--- src/rtl/ddr_req_arbiter_pkg.sv ---
// Shared definitions for the DDR request arbiter: command codes,
// read-tag source IDs and the arbiter FSM state type.
package ddr_req_arbiter_pkg;

  localparam logic [3:0] CMD_RD = 4'b0011;
  localparam logic [3:0] CMD_WR = 4'b0100;

  localparam logic [1:0] SRC_VGA  = 2'b01;
  localparam logic [1:0] SRC_UART = 2'b10;

  typedef enum logic [1:0] {
    ST_IDLE = 2'd0,
    ST_CMD  = 2'd1,
    ST_GAP  = 2'd2
  } state_t;

endpackage

--- src/rtl/ddr_req_arbiter_rd_tag_fifo.sv ---
// Outstanding-read tag queue: holds the source ID of every accepted read
// so returning data can be routed back in issue order.
module rd_tag_fifo #(
  parameter int DEPTH = 8
) (
  input  logic       clk,
  input  logic       rst_n,
  input  logic       i_push,
  input  logic [1:0] i_din,
  input  logic       i_pop,
  output logic [1:0] o_dout,
  output logic       o_full,
  output logic       o_empty
);

  localparam int AW = $clog2(DEPTH);

  logic [1:0]    r_mem [DEPTH];
  logic [AW-1:0] r_wr_ptr;
  logic [AW-1:0] r_rd_ptr;
  logic [AW:0]   r_count;
  logic          w_do_push;
  logic          w_do_pop;

  assign o_full    = (r_count == (AW+1)'(DEPTH));
  assign o_empty   = (r_count == '0);
  assign o_dout    = r_mem[r_rd_ptr];
  assign w_do_push = i_push && !o_full;
  assign w_do_pop  = i_pop && !o_empty;

  // Power-of-two depth lets the pointers wrap by plain overflow.
  always_ff @(posedge clk or negedge rst_n) begin
    if (!rst_n) begin
      r_wr_ptr <= '0;
      r_rd_ptr <= '0;
      r_count  <= '0;
      for (int i = 0; i < DEPTH; i++) r_mem[i] <= '0;
    end else begin
      if (w_do_push) begin
        r_mem[r_wr_ptr] <= i_din;
        r_wr_ptr        <= r_wr_ptr + 1'b1;
      end
      if (w_do_pop) r_rd_ptr <= r_rd_ptr + 1'b1;
      case ({w_do_push, w_do_pop})
        2'b10:   r_count <= r_count + 1'b1;
        2'b01:   r_count <= r_count - 1'b1;
        default: r_count <= r_count;
      endcase
    end
  end

endmodule

--- src/rtl/ddr_req_arbiter.sv ---
// Three-way DDR command arbiter (VGA read, camera write, UART read) with
// aging-based starvation relief and in-order routing of read returns.
module ddr_req_arbiter
  import ddr_req_arbiter_pkg::*;
#(
  parameter int AGE_MAX   = 16,
  parameter int TAG_DEPTH = 8
) (
  input  logic         clk_133M,
  input  logic         rst_n_133M,
  input  logic         cam_wr_req,
  output logic         cam_wr_gnt,
  input  logic [24:0]  cam_wr_addr,
  input  logic [127:0] cam_wr_data,
  input  logic         vga_rd_req,
  output logic         vga_rd_gnt,
  input  logic [24:0]  vga_rd_addr,
  input  logic         uart_rd_req,
  output logic         uart_rd_gnt,
  input  logic [24:0]  uart_rd_addr,
  input  logic         init_done,
  input  logic         cmd_busy,
  output logic [3:0]   cmd,
  output logic         cmd_valid,
  output logic [24:0]  ddr_address,
  output logic [127:0] ddr_wr_data,
  input  logic         ddr_data_valid,
  input  logic [127:0] ddr_rd_data,
  output logic         vga_data_valid,
  output logic [127:0] vga_rd_data,
  output logic         uart_data_valid,
  output logic [127:0] uart_rd_data,
  output logic         rd_orphan
);

  localparam int AW = $clog2(AGE_MAX + 1);
  localparam logic [AW-1:0] AGE_SAT = AW'(AGE_MAX);

  state_t         r_state;
  logic           r_vga_gnt, r_cam_gnt, r_uart_gnt;
  logic [3:0]     r_cmd;
  logic           r_cmd_valid;
  logic [24:0]    r_addr;
  logic [127:0]   r_wr_data;
  logic [1:0]     r_src;
  logic [AW-1:0]  r_age [3];
  logic           r_vga_dv, r_uart_dv, r_orphan;
  logic [127:0]   r_vga_data, r_uart_data;

  // Requester index: 0 = VGA read, 1 = camera write, 2 = UART read.
  logic [2:0] w_req, w_elig, w_aged, w_cand, w_win;
  logic       w_decide, w_accept, w_push, w_pop;
  logic       w_full, w_empty;
  logic [1:0] w_tag;

  assign w_req    = {uart_rd_req, cam_wr_req, vga_rd_req};
  assign w_elig   = {uart_rd_req && !w_full, cam_wr_req, vga_rd_req && !w_full};
  assign w_decide = (r_state == ST_IDLE) && init_done && (|w_elig);
  assign w_accept = (r_state == ST_CMD) && r_cmd_valid && !cmd_busy;
  assign w_push   = w_accept && (r_cmd == CMD_RD);
  assign w_pop    = ddr_data_valid && !w_empty;

  // Aged requesters pre-empt; within either group the base order applies.
  always_comb begin
    w_aged = w_elig & {r_age[2] == AGE_SAT, r_age[1] == AGE_SAT, r_age[0] == AGE_SAT};
    w_cand = (|w_aged) ? w_aged : w_elig;
    w_win  = 3'b000;
    if (w_cand[0])      w_win = 3'b001;
    else if (w_cand[1]) w_win = 3'b010;
    else if (w_cand[2]) w_win = 3'b100;
  end

  always_ff @(posedge clk_133M or negedge rst_n_133M) begin
    if (!rst_n_133M) begin
      r_state     <= ST_IDLE;
      r_vga_gnt   <= 1'b0;
      r_cam_gnt   <= 1'b0;
      r_uart_gnt  <= 1'b0;
      r_cmd       <= '0;
      r_cmd_valid <= 1'b0;
      r_addr      <= '0;
      r_wr_data   <= '0;
      r_src       <= '0;
    end else begin
      r_vga_gnt  <= 1'b0;
      r_cam_gnt  <= 1'b0;
      r_uart_gnt <= 1'b0;
      case (r_state)
        ST_IDLE: if (w_decide) begin
          r_state     <= ST_CMD;
          r_cmd_valid <= 1'b1;
          r_vga_gnt   <= w_win[0];
          r_cam_gnt   <= w_win[1];
          r_uart_gnt  <= w_win[2];
          if (w_win[1]) begin
            r_cmd     <= CMD_WR;
            r_addr    <= cam_wr_addr;
            r_wr_data <= cam_wr_data;
          end else begin
            r_cmd     <= CMD_RD;
            r_addr    <= w_win[0] ? vga_rd_addr : uart_rd_addr;
            r_wr_data <= '0;
            r_src     <= w_win[0] ? SRC_VGA : SRC_UART;
          end
        end
        ST_CMD: if (!cmd_busy) begin
          r_cmd_valid <= 1'b0;
          r_state     <= ST_GAP;
        end
        ST_GAP:  r_state <= ST_IDLE;
        default: r_state <= ST_IDLE;
      endcase
    end
  end

  always_ff @(posedge clk_133M or negedge rst_n_133M) begin
    if (!rst_n_133M) begin
      for (int i = 0; i < 3; i++) r_age[i] <= '0;
    end else begin
      for (int i = 0; i < 3; i++) begin
        if (!w_req[i] || (w_decide && w_win[i])) r_age[i] <= '0;
        else if ((r_state == ST_IDLE) && (r_age[i] != AGE_SAT)) r_age[i] <= r_age[i] + 1'b1;
      end
    end
  end

  always_ff @(posedge clk_133M or negedge rst_n_133M) begin
    if (!rst_n_133M) begin
      r_vga_dv    <= 1'b0;
      r_uart_dv   <= 1'b0;
      r_vga_data  <= '0;
      r_uart_data <= '0;
      r_orphan    <= 1'b0;
    end else begin
      r_vga_dv  <= w_pop && (w_tag == SRC_VGA);
      r_uart_dv <= w_pop && (w_tag == SRC_UART);
      if (w_pop && (w_tag == SRC_VGA))  r_vga_data  <= ddr_rd_data;
      if (w_pop && (w_tag == SRC_UART)) r_uart_data <= ddr_rd_data;
      if (ddr_data_valid && w_empty) r_orphan <= 1'b1;
    end
  end

  rd_tag_fifo #(.DEPTH(TAG_DEPTH)) u_tag_fifo (
    .clk     (clk_133M),
    .rst_n   (rst_n_133M),
    .i_push  (w_push),
    .i_din   (r_src),
    .i_pop   (w_pop),
    .o_dout  (w_tag),
    .o_full  (w_full),
    .o_empty (w_empty)
  );

  assign vga_rd_gnt      = r_vga_gnt;
  assign cam_wr_gnt      = r_cam_gnt;
  assign uart_rd_gnt     = r_uart_gnt;
  assign cmd             = r_cmd;
  assign cmd_valid       = r_cmd_valid;
  assign ddr_address     = r_addr;
  assign ddr_wr_data     = r_wr_data;
  assign vga_data_valid  = r_vga_dv;
  assign vga_rd_data     = r_vga_data;
  assign uart_data_valid = r_uart_dv;
  assign uart_rd_data    = r_uart_data;
  assign rd_orphan       = r_orphan;

endmodule

--- config.mk ---
export PLATFORM = sky130hd
export DESIGN_NAME = ddr_req_arbiter
export DESIGN_NICKNAME = d
export VERILOG_FILES = /design/src/rtl/ddr_req_arbiter_pkg.sv /design/src/rtl/ddr_req_arbiter_rd_tag_fifo.sv /design/src/rtl/ddr_req_arbiter.sv
export SDC_FILE = /design/constraint.sdc
export NUM_CORES = 1
export LEC_CHECK = 0
export CAP_MARGIN = 0
export CELL_PAD_IN_SITES_DETAIL_PLACEMENT = 1
export CELL_PAD_IN_SITES_GLOBAL_PLACEMENT = 1
export CORE_AREA = 4 4 292 294
export CTS_CLUSTER_SIZE = 16
export DETAILED_ROUTE_END_ITERATION = 10
export DIE_AREA = 0 0 296 298
export GPL_TIMING_DRIVEN = 0
export PLACE_DENSITY_LB_ADDON = 0.1
export SETUP_SLACK_MARGIN = 0.3
export SLEW_MARGIN = 20
export SYNTH_ARGS = -nofsm -noshare
export SYNTH_HDL_FRONTEND = slang
export SYNTH_SLANG_ARGS = --single-unit
--- constraint.sdc ---
create_clock -name clk_133M -period 3.6 [get_ports clk_133M]
set_clock_uncertainty 0.1 [all_clocks]
set_input_delay 0.54 -clock clk_133M [delete_from_list [all_inputs] [get_ports clk_133M]]
set_output_delay 0.54 -clock clk_133M [all_outputs]
set_load 0.03 [all_outputs]
# Yosys cells after proc, flatten, opt, wreduce, memory -nomap -nowiden

Cells that the tools add are included.

Output and inout bits: 420
Register bits after elaboration: 465

Order comparisons: 3
Reduce and logical (&&, ||, !) cells: 42
Bitwise gates (word level): 4
Muxes and demuxes: 34
Add/subtract/negate cells: 7
Equal/unequal tests: 15

Operators with widths:

| operator                                            | number |
|---|---|
| two-way mux 128 bit                                 | 1 |
| two-way mux 25 bit                                  | 2 |
| two-way mux 5 bit                                   | 6 |
| logical AND 1 bit                                   | 20 |
| bitwise mux 16 bit                                  | 1 |
| adder 5 x 1 -> 5 bit, second input constant         | 3 |
| equality test 5 bit, second input constant          | 3 |
| two-way mux 3 bit                                   | 5 |
| inequality test 5 bit, second input constant        | 3 |
| two-way mux 2 bit                                   | 6 |
| nonzero test 2 bit                                  | 5 |
| >= comparator 4 bit, second input constant          | 2 |
| two-way mux 1 bit                                   | 8 |
| inverter 3 -> 4 bit                                 | 2 |
| one-hot mux 4 bit (2 select lines)                  | 1 |
| adder 3 x 1 -> 3 bit, second input constant         | 2 |
| binary-select mux 2 bit (select 3 bit)              | 1 |
| demux 2 bit (select 3 bit)                          | 1 |
| equality test 2 x 1 -> 1 bit, second input constant | 3 |
| logical NOT 1 bit                                   | 6 |
| AND reduction 3 bit                                 | 2 |
| OR reduction 3 bit                                  | 2 |
| adder 4 x 1 -> 4 bit, second input constant         | 1 |
| equality test 2 bit, second input constant          | 2 |
| other kinds (13)                                    | 17 |

# Longest topological paths before layout

Depth after elaboration: 12
Mapped depth: 12

# Hierarchy

Synthesis repeated with hierarchy kept, for this count alone.

Cell total of the unflattened synthesis: 1600
Area, all modules: 19419.9 sq um

Modules (own cells, without submodules):

| module          | area an instance (sq um) | cells each | instances |
|---|---|---|---|
| ddr_req_arbiter | 18006.0                  | 1493       | 1 |
| rd_tag_fifo     | 1413.9                   | 107        | 1 |

# Worst setup path before layout

OpenSTA, ideal clock, no wires.

Path kind: flip-flop to flip-flop
Start: register u_tag_fifo.r_count[1]
End: register u_tag_fifo.r_count[2]
Slack: 0.892 ns
Library setup time: 0.125 ns
Period minus slack after synthesis: 2.708 ns
Data arrival time: 2.483 ns
Stages on the path, launching flop included: 13
Cells stage by stage: dfrtp_1 or4b_1 clkbuf_1 and3_1 clkbuf_1 inv_1 ha_1 xor2_1 ha_1 a21oi_1 xor2_1 nor2_1 xor2_1

Longest elaborated chain between the ends: 6
Elaborated cells on any way between the ends: 13
Classes of those cells: 2 x add/sub; 3 x eq/ne; 1 x mux; 7 x reduce/logical

Ends and longest elaborated chain:

| item                                                                            | line                                                     | RTL |
|---|---|---|
| start, declared                                                                 | ddr_req_arbiter_rd_tag_fifo.sv:21                        | `logic [AW:0] r_count;` |
| start signal, assigned                                                          | ddr_req_arbiter_rd_tag_fifo.sv:45                        | `2'b10: r_count <= r_count + 1'b1;` |
| start signal, assigned                                                          | ddr_req_arbiter_rd_tag_fifo.sv:46                        | `2'b01: r_count <= r_count - 1'b1;` |
| start signal, assigned                                                          | ddr_req_arbiter_rd_tag_fifo.sv:47                        | `default: r_count <= r_count;` |
| logical NOT 4 bit                                                               | ddr_req_arbiter_rd_tag_fifo.sv:26                        | `assign o_empty = (r_count == '0);` |
| logical NOT 1 bit                                                               | ddr_req_arbiter_rd_tag_fifo.sv:29, ddr_req_arbiter.sv:61 |  |
| logical AND 1 bit                                                               | ddr_req_arbiter.sv:61                                    | `assign w_pop = ddr_data_valid && !w_empty;` |
| logical AND 1 bit                                                               | ddr_req_arbiter_rd_tag_fifo.sv:29                        | `assign w_do_pop = i_pop && !o_empty;` |
| equality test 2 x 1 -> 1 bit / equality test 2 bit (equally long branches)      | ddr_req_arbiter_rd_tag_fifo.sv:44                        | `case ({w_do_push, w_do_pop})` |
| one-hot mux 4 bit (2 select lines) / nonzero test 2 bit (equally long branches) | --                                                       |  |

Parallel ways exist; a longest one is shown, timed or not.
A chain may end at the register's enable or synchronous reset.

# Final worst setup path

Start: register u_tag_fifo.r_count[1]
End: register r_wr_data[23] (netlist: ddr_wr_data[23])

Longest elaborated chain between the ends: 9
Elaborated cells on any way between the ends: 13
Classes of those cells: 1 x eq/ne; 4 x mux; 1 x bitwise; 7 x reduce/logical

Ends and longest elaborated chain:

| item                    | line                              | RTL |
|---|---|---|
| equality test 4 bit (*) | ddr_req_arbiter_rd_tag_fifo.sv:25 | `assign o_full = (r_count == (AW+1)'(DEPTH));` |
| logical NOT 1 bit (*)   | ddr_req_arbiter.sv:57             | `assign w_elig = {uart_rd_req && !w_full, cam_wr_req, vga_rd_req && !w_full};` |
| logical AND 1 bit       | ddr_req_arbiter.sv:57             |  |
| bitwise AND 3 bit       | ddr_req_arbiter.sv:65             | `w_aged = w_elig & {r_age[2] == AGE_SAT, r_age[1] == AGE_SAT, r_age[0] == AGE_SAT};` |
| OR reduction 3 bit      | ddr_req_arbiter.sv:66             | `w_cand = (\|w_aged) ? w_aged : w_elig;` |
| two-way mux 3 bit       | ddr_req_arbiter.sv:66             |  |
| two-way mux 3 bit       | ddr_req_arbiter.sv:69             | `else if (w_cand[1]) w_win = 3'b010;` |
| two-way mux 3 bit       | ddr_req_arbiter.sv:68             | `if (w_cand[0]) w_win = 3'b001;` |
| two-way mux 128 bit     | ddr_req_arbiter.sv:95             | `if (w_win[1]) begin` |
| end signal, assigned    | ddr_req_arbiter.sv:98             | `r_wr_data <= cam_wr_data;` |
| end, declared           | ddr_req_arbiter.sv:44             | `logic [127:0] r_wr_data;` |

Mark *: on every way between the ends. The rest lies on a longest branch, timed or not.

==> metrics.txt <==
actual slew at the worst max-slew pin 0.675 ns; worst-path maximum fanout 10; WS Path Type reg -> reg; Clock Sinks approximately 460; I/O Buffers 756; syn avg cell area about 13 um^2; die area roughly 88000 um^2; gp weighted congestion 0.804; sequential power share 0.309; Num CTS Buffers 57; CP Launch Type flop; post-synthesis net count 1818; Overflow after GRT 0; post-CTS setup buffer count 0; worst reg2reg startpoint u_tag_fifo.r_count[1]; R2R Setup Slk 0.48 ns; dominant synthesized flop cell dfrtp_1; Worst VDD drop 0.000334 V; Initial DRT Pass Iterations 4; die width 296 um; Critical Path RT 4.02 ns; final wirelength between 80000 and 90000 um; final hold vios 0; Max Cap Viol 0; global-route wire length before repair between 100000 and 150000 um; grt met1 use 0.208; RSZ-0062 raised after global routing no; min-delay worst type reg -> reg; Cells on Worst Hold Path 1; via count roughly 15000; switching pwr 0.0111 W; Final Instance Area 30500 um^2; Setup crit end kind flop; core box area 82900 um^2; NumNets Final 2639; sw frac 0.401; Die H 298 um; Syn Std Cell Area a little under 20000 um^2; largest net degree at the start of global routing 89; clock root buffer clkbuf_16; Netlist cell types 49; Post-synth EDFFs 0; fill cell count ~8800; internal power 0.0166 W; clock group share of total power 0.199; antenna violations before repair 35; largest area contributor in the netlist dfrtp_1; FP Rows 106; final core occ 0.368; area share of the largest cell type after synthesis 0.592; clk slew on worst S/H paths ~0.05 ns; Final TNS setup 0 ns; fraction of layout cells with a size suffix above 1 0.188; initial cell density of the core 0.236; drt wl/cell 25.0 um; PwrDens 908 nW/um^2; sequential area share after synthesis 0.592; Placed Area 28600 um^2; combinational share of power 0.493; final setup vio count 0; Final Max Tran Viols 0; min cycle time layout 3.12 ns; Final Cycle Share 0.867; # IOs about 760; GR met2 Demand/Resource 0.343; Synth warnings 0; Post-synth ARST share 1.00; GRT Total Usage 0.189; WHS 0.357 ns; Rel. slew slack 0.550; CTS tree yes; DRC viols 0; WHS Endpoint rd_orphan; Clock Tree Buf Depth 3; fin worst setup slack 0.480 ns; register bit count reported by yosys 463; Area Overhead vs Synth 55.6%; 1st-iter DRT viols 487; H-tree depth 2; met3 Track Usage GR 0.0774; Setup WS pre-CTS 0.154 ns; static leakage approximately 14 nW; worst hold start rd_orphan; RR Endpoint ddr_wr_data[23]; busiest grt layer met2; remaining antenna violation count after routing 0; vias in the first global route 16647; Syn Inst Count between 1000 and 1500; Synth area leaders dfrtp_1 59%, mux2_4 15%, nand2_1 5.8%; worst r2r path cells 9; Via density 4.35; Clock Latency Late Sink ~0.60 ns; CP Data Arrival Time 3.54 ns; fmax 0.320 GHz; post-DP HPWL 68100 um; status completed
[cells by family (layout without fill, tap and decap cells)]
family	after synthesis	after routing	synth area share
and+or+nand+nor	516	516	0.116
AOI/OAI and AO/OA	51	51	0.0191
xor gates and xnor gates	21	21	0.00940
muxes	303	303	0.213
DFF	463	463	0.592
other	1	15	0.000192
buffers and inverters	102	967	0.0428
adders and majority gates	11	11	0.00703
[placed cells by master (no fill, tap or decap), types with 11 or more instances in the layout]
cell type	netlist	final
o211ai_1	25	25
diode_2	0	14
mux2i_1	26	26
buf_2	27	26
clkinv_2	0	15
inv_1	11	11
buf_12	22	22
xor2_1	14	14
nand2_1	301	301
mux2_4	200	200
clkbuf_16	0	57
dfrtp_1	463	463
nor2_1	20	20
nand3_1	160	160
clkdlybuf4s50_1	0	755
mux2_2	73	73
clkbuf_1	25	38
[final cells by class]
class / count / area (um^2) / share of cell area
antenna: 14 / 35.0 / 0.00115
clock buffer: 82 / 1620 / 0.0532
sequential: 463 / 11600 / 0.380
multi-input combinational: 903 / 7160 / 0.235
buffer: 91 / 803 / 0.0264
tap: 1080 / 1350 / 0.0444
clock inverter: 21 / 145 / 0.00476
timing repair buffer: 762 / 7720 / 0.253
inverter: 11 / 41.3 / 0.00136
[power by group through the flow]
stage / Sequential (W) / Clock, W / Combinational [W]
final: 0.00855 / 0.00550 / 0.0136
after global routing: 0.00884 / 0.00593 / 0.0143
after CTS: 0.00857 / 0.00572 / 0.0139
after detailed placement: 0.00863 / 0 / 0.0138
after global placement: 0.00856 / 0 / 0.0137
after floorplan: 0.0122 / 0 / 0.00377
[synth_stat cells (2+ instances only)]
cell / number
a211oi_1: 2
a21oi_1: 4
a21oi_2: 2
a32oi_1: 2
buf_1: 6
buf_12: 22
buf_2: 27
buf_4: 5
buf_6: 6
clkbuf_1: 25
dfrtp_1: 463
ha_1: 11
inv_1: 11
mux2_2: 73
mux2_4: 200
mux2i_1: 26
mux4_2: 4
nand2_1: 301
nand2b_1: 2
nand3_1: 160
nand3b_1: 5
nand4_1: 8
nand4bb_1: 3
nor2_1: 20
nor3_1: 2
nor3b_1: 3
nor4bb_1: 3
o211ai_1: 25
o21a_1: 3
o21ai_0: 4
o21ai_1: 2
or3b_1: 2
xnor2_1: 7
xor2_1: 14
[stage by stage]
step	std cells	power (W)
after detailed placement	3309	0.0224
after floorplan	1468	0.0160
after global routing	3414	0.0291
after global placement	3304	0.0223
final	3427	0.0277
after CTS	3413	0.0282
[layer usage]
metal	vias to the layer above	part of all wire
li1	6691	-
met1	7568	0.37
met2	522	0.51
met3	113	0.097
met4	26	0.017
met5	-	0.0022
[critical path, cell delays in order (launching register included)]
cell	delay, ns
dfrtp_1	0.46
or4b_1	0.62
clkbuf_2	0.21
nand3_1	0.15
a32o_1	0.17
buf_2	0.33
buf_2	0.36
buf_2	0.32
nand3_1	0.20
nand2_1	0.12
[state kept, by name, summed over array words and instances, names as in the netlist, 2 cells and up]
signal / cells
u_tag_fifo.r_mem: 16
vga_rd_data: 128
u_tag_fifo.r_wr_ptr: 3
r_src: 2
r_age: 15
ddr_wr_data: 128
r_state: 2
u_tag_fifo.r_rd_ptr: 3
uart_rd_data: 128
cmd: 2
ddr_address: 25
u_tag_fifo.r_count: 4
[worst max path at each step]
stage | start | to | cells after the start
6_report | u_tag_fifo.r_count[1] | ddr_wr_data[23] | 9
3_5_place_dp | cmd_busy | u_tag_fifo.r_count[2] | 12
2_1_floorplan | u_tag_fifo.r_count[1] | u_tag_fifo.r_count[2] | 12
4_1_cts | u_tag_fifo.r_count[1] | ddr_wr_data[9] | 8
5_1_grt | u_tag_fifo.r_count[1] | u_tag_fifo.r_count[3] | 10
3_3_place_gp | rst_n_133M | ddr_wr_data[23] | 1
[repair_timing]
item                                    CTS  global route
endpoints found under the setup margin    1            25
hold buffers                              1             0
hold endpoints to repair                 76             0
gates resized for setup                   1             9
Power figures use the tool's default switching activity.
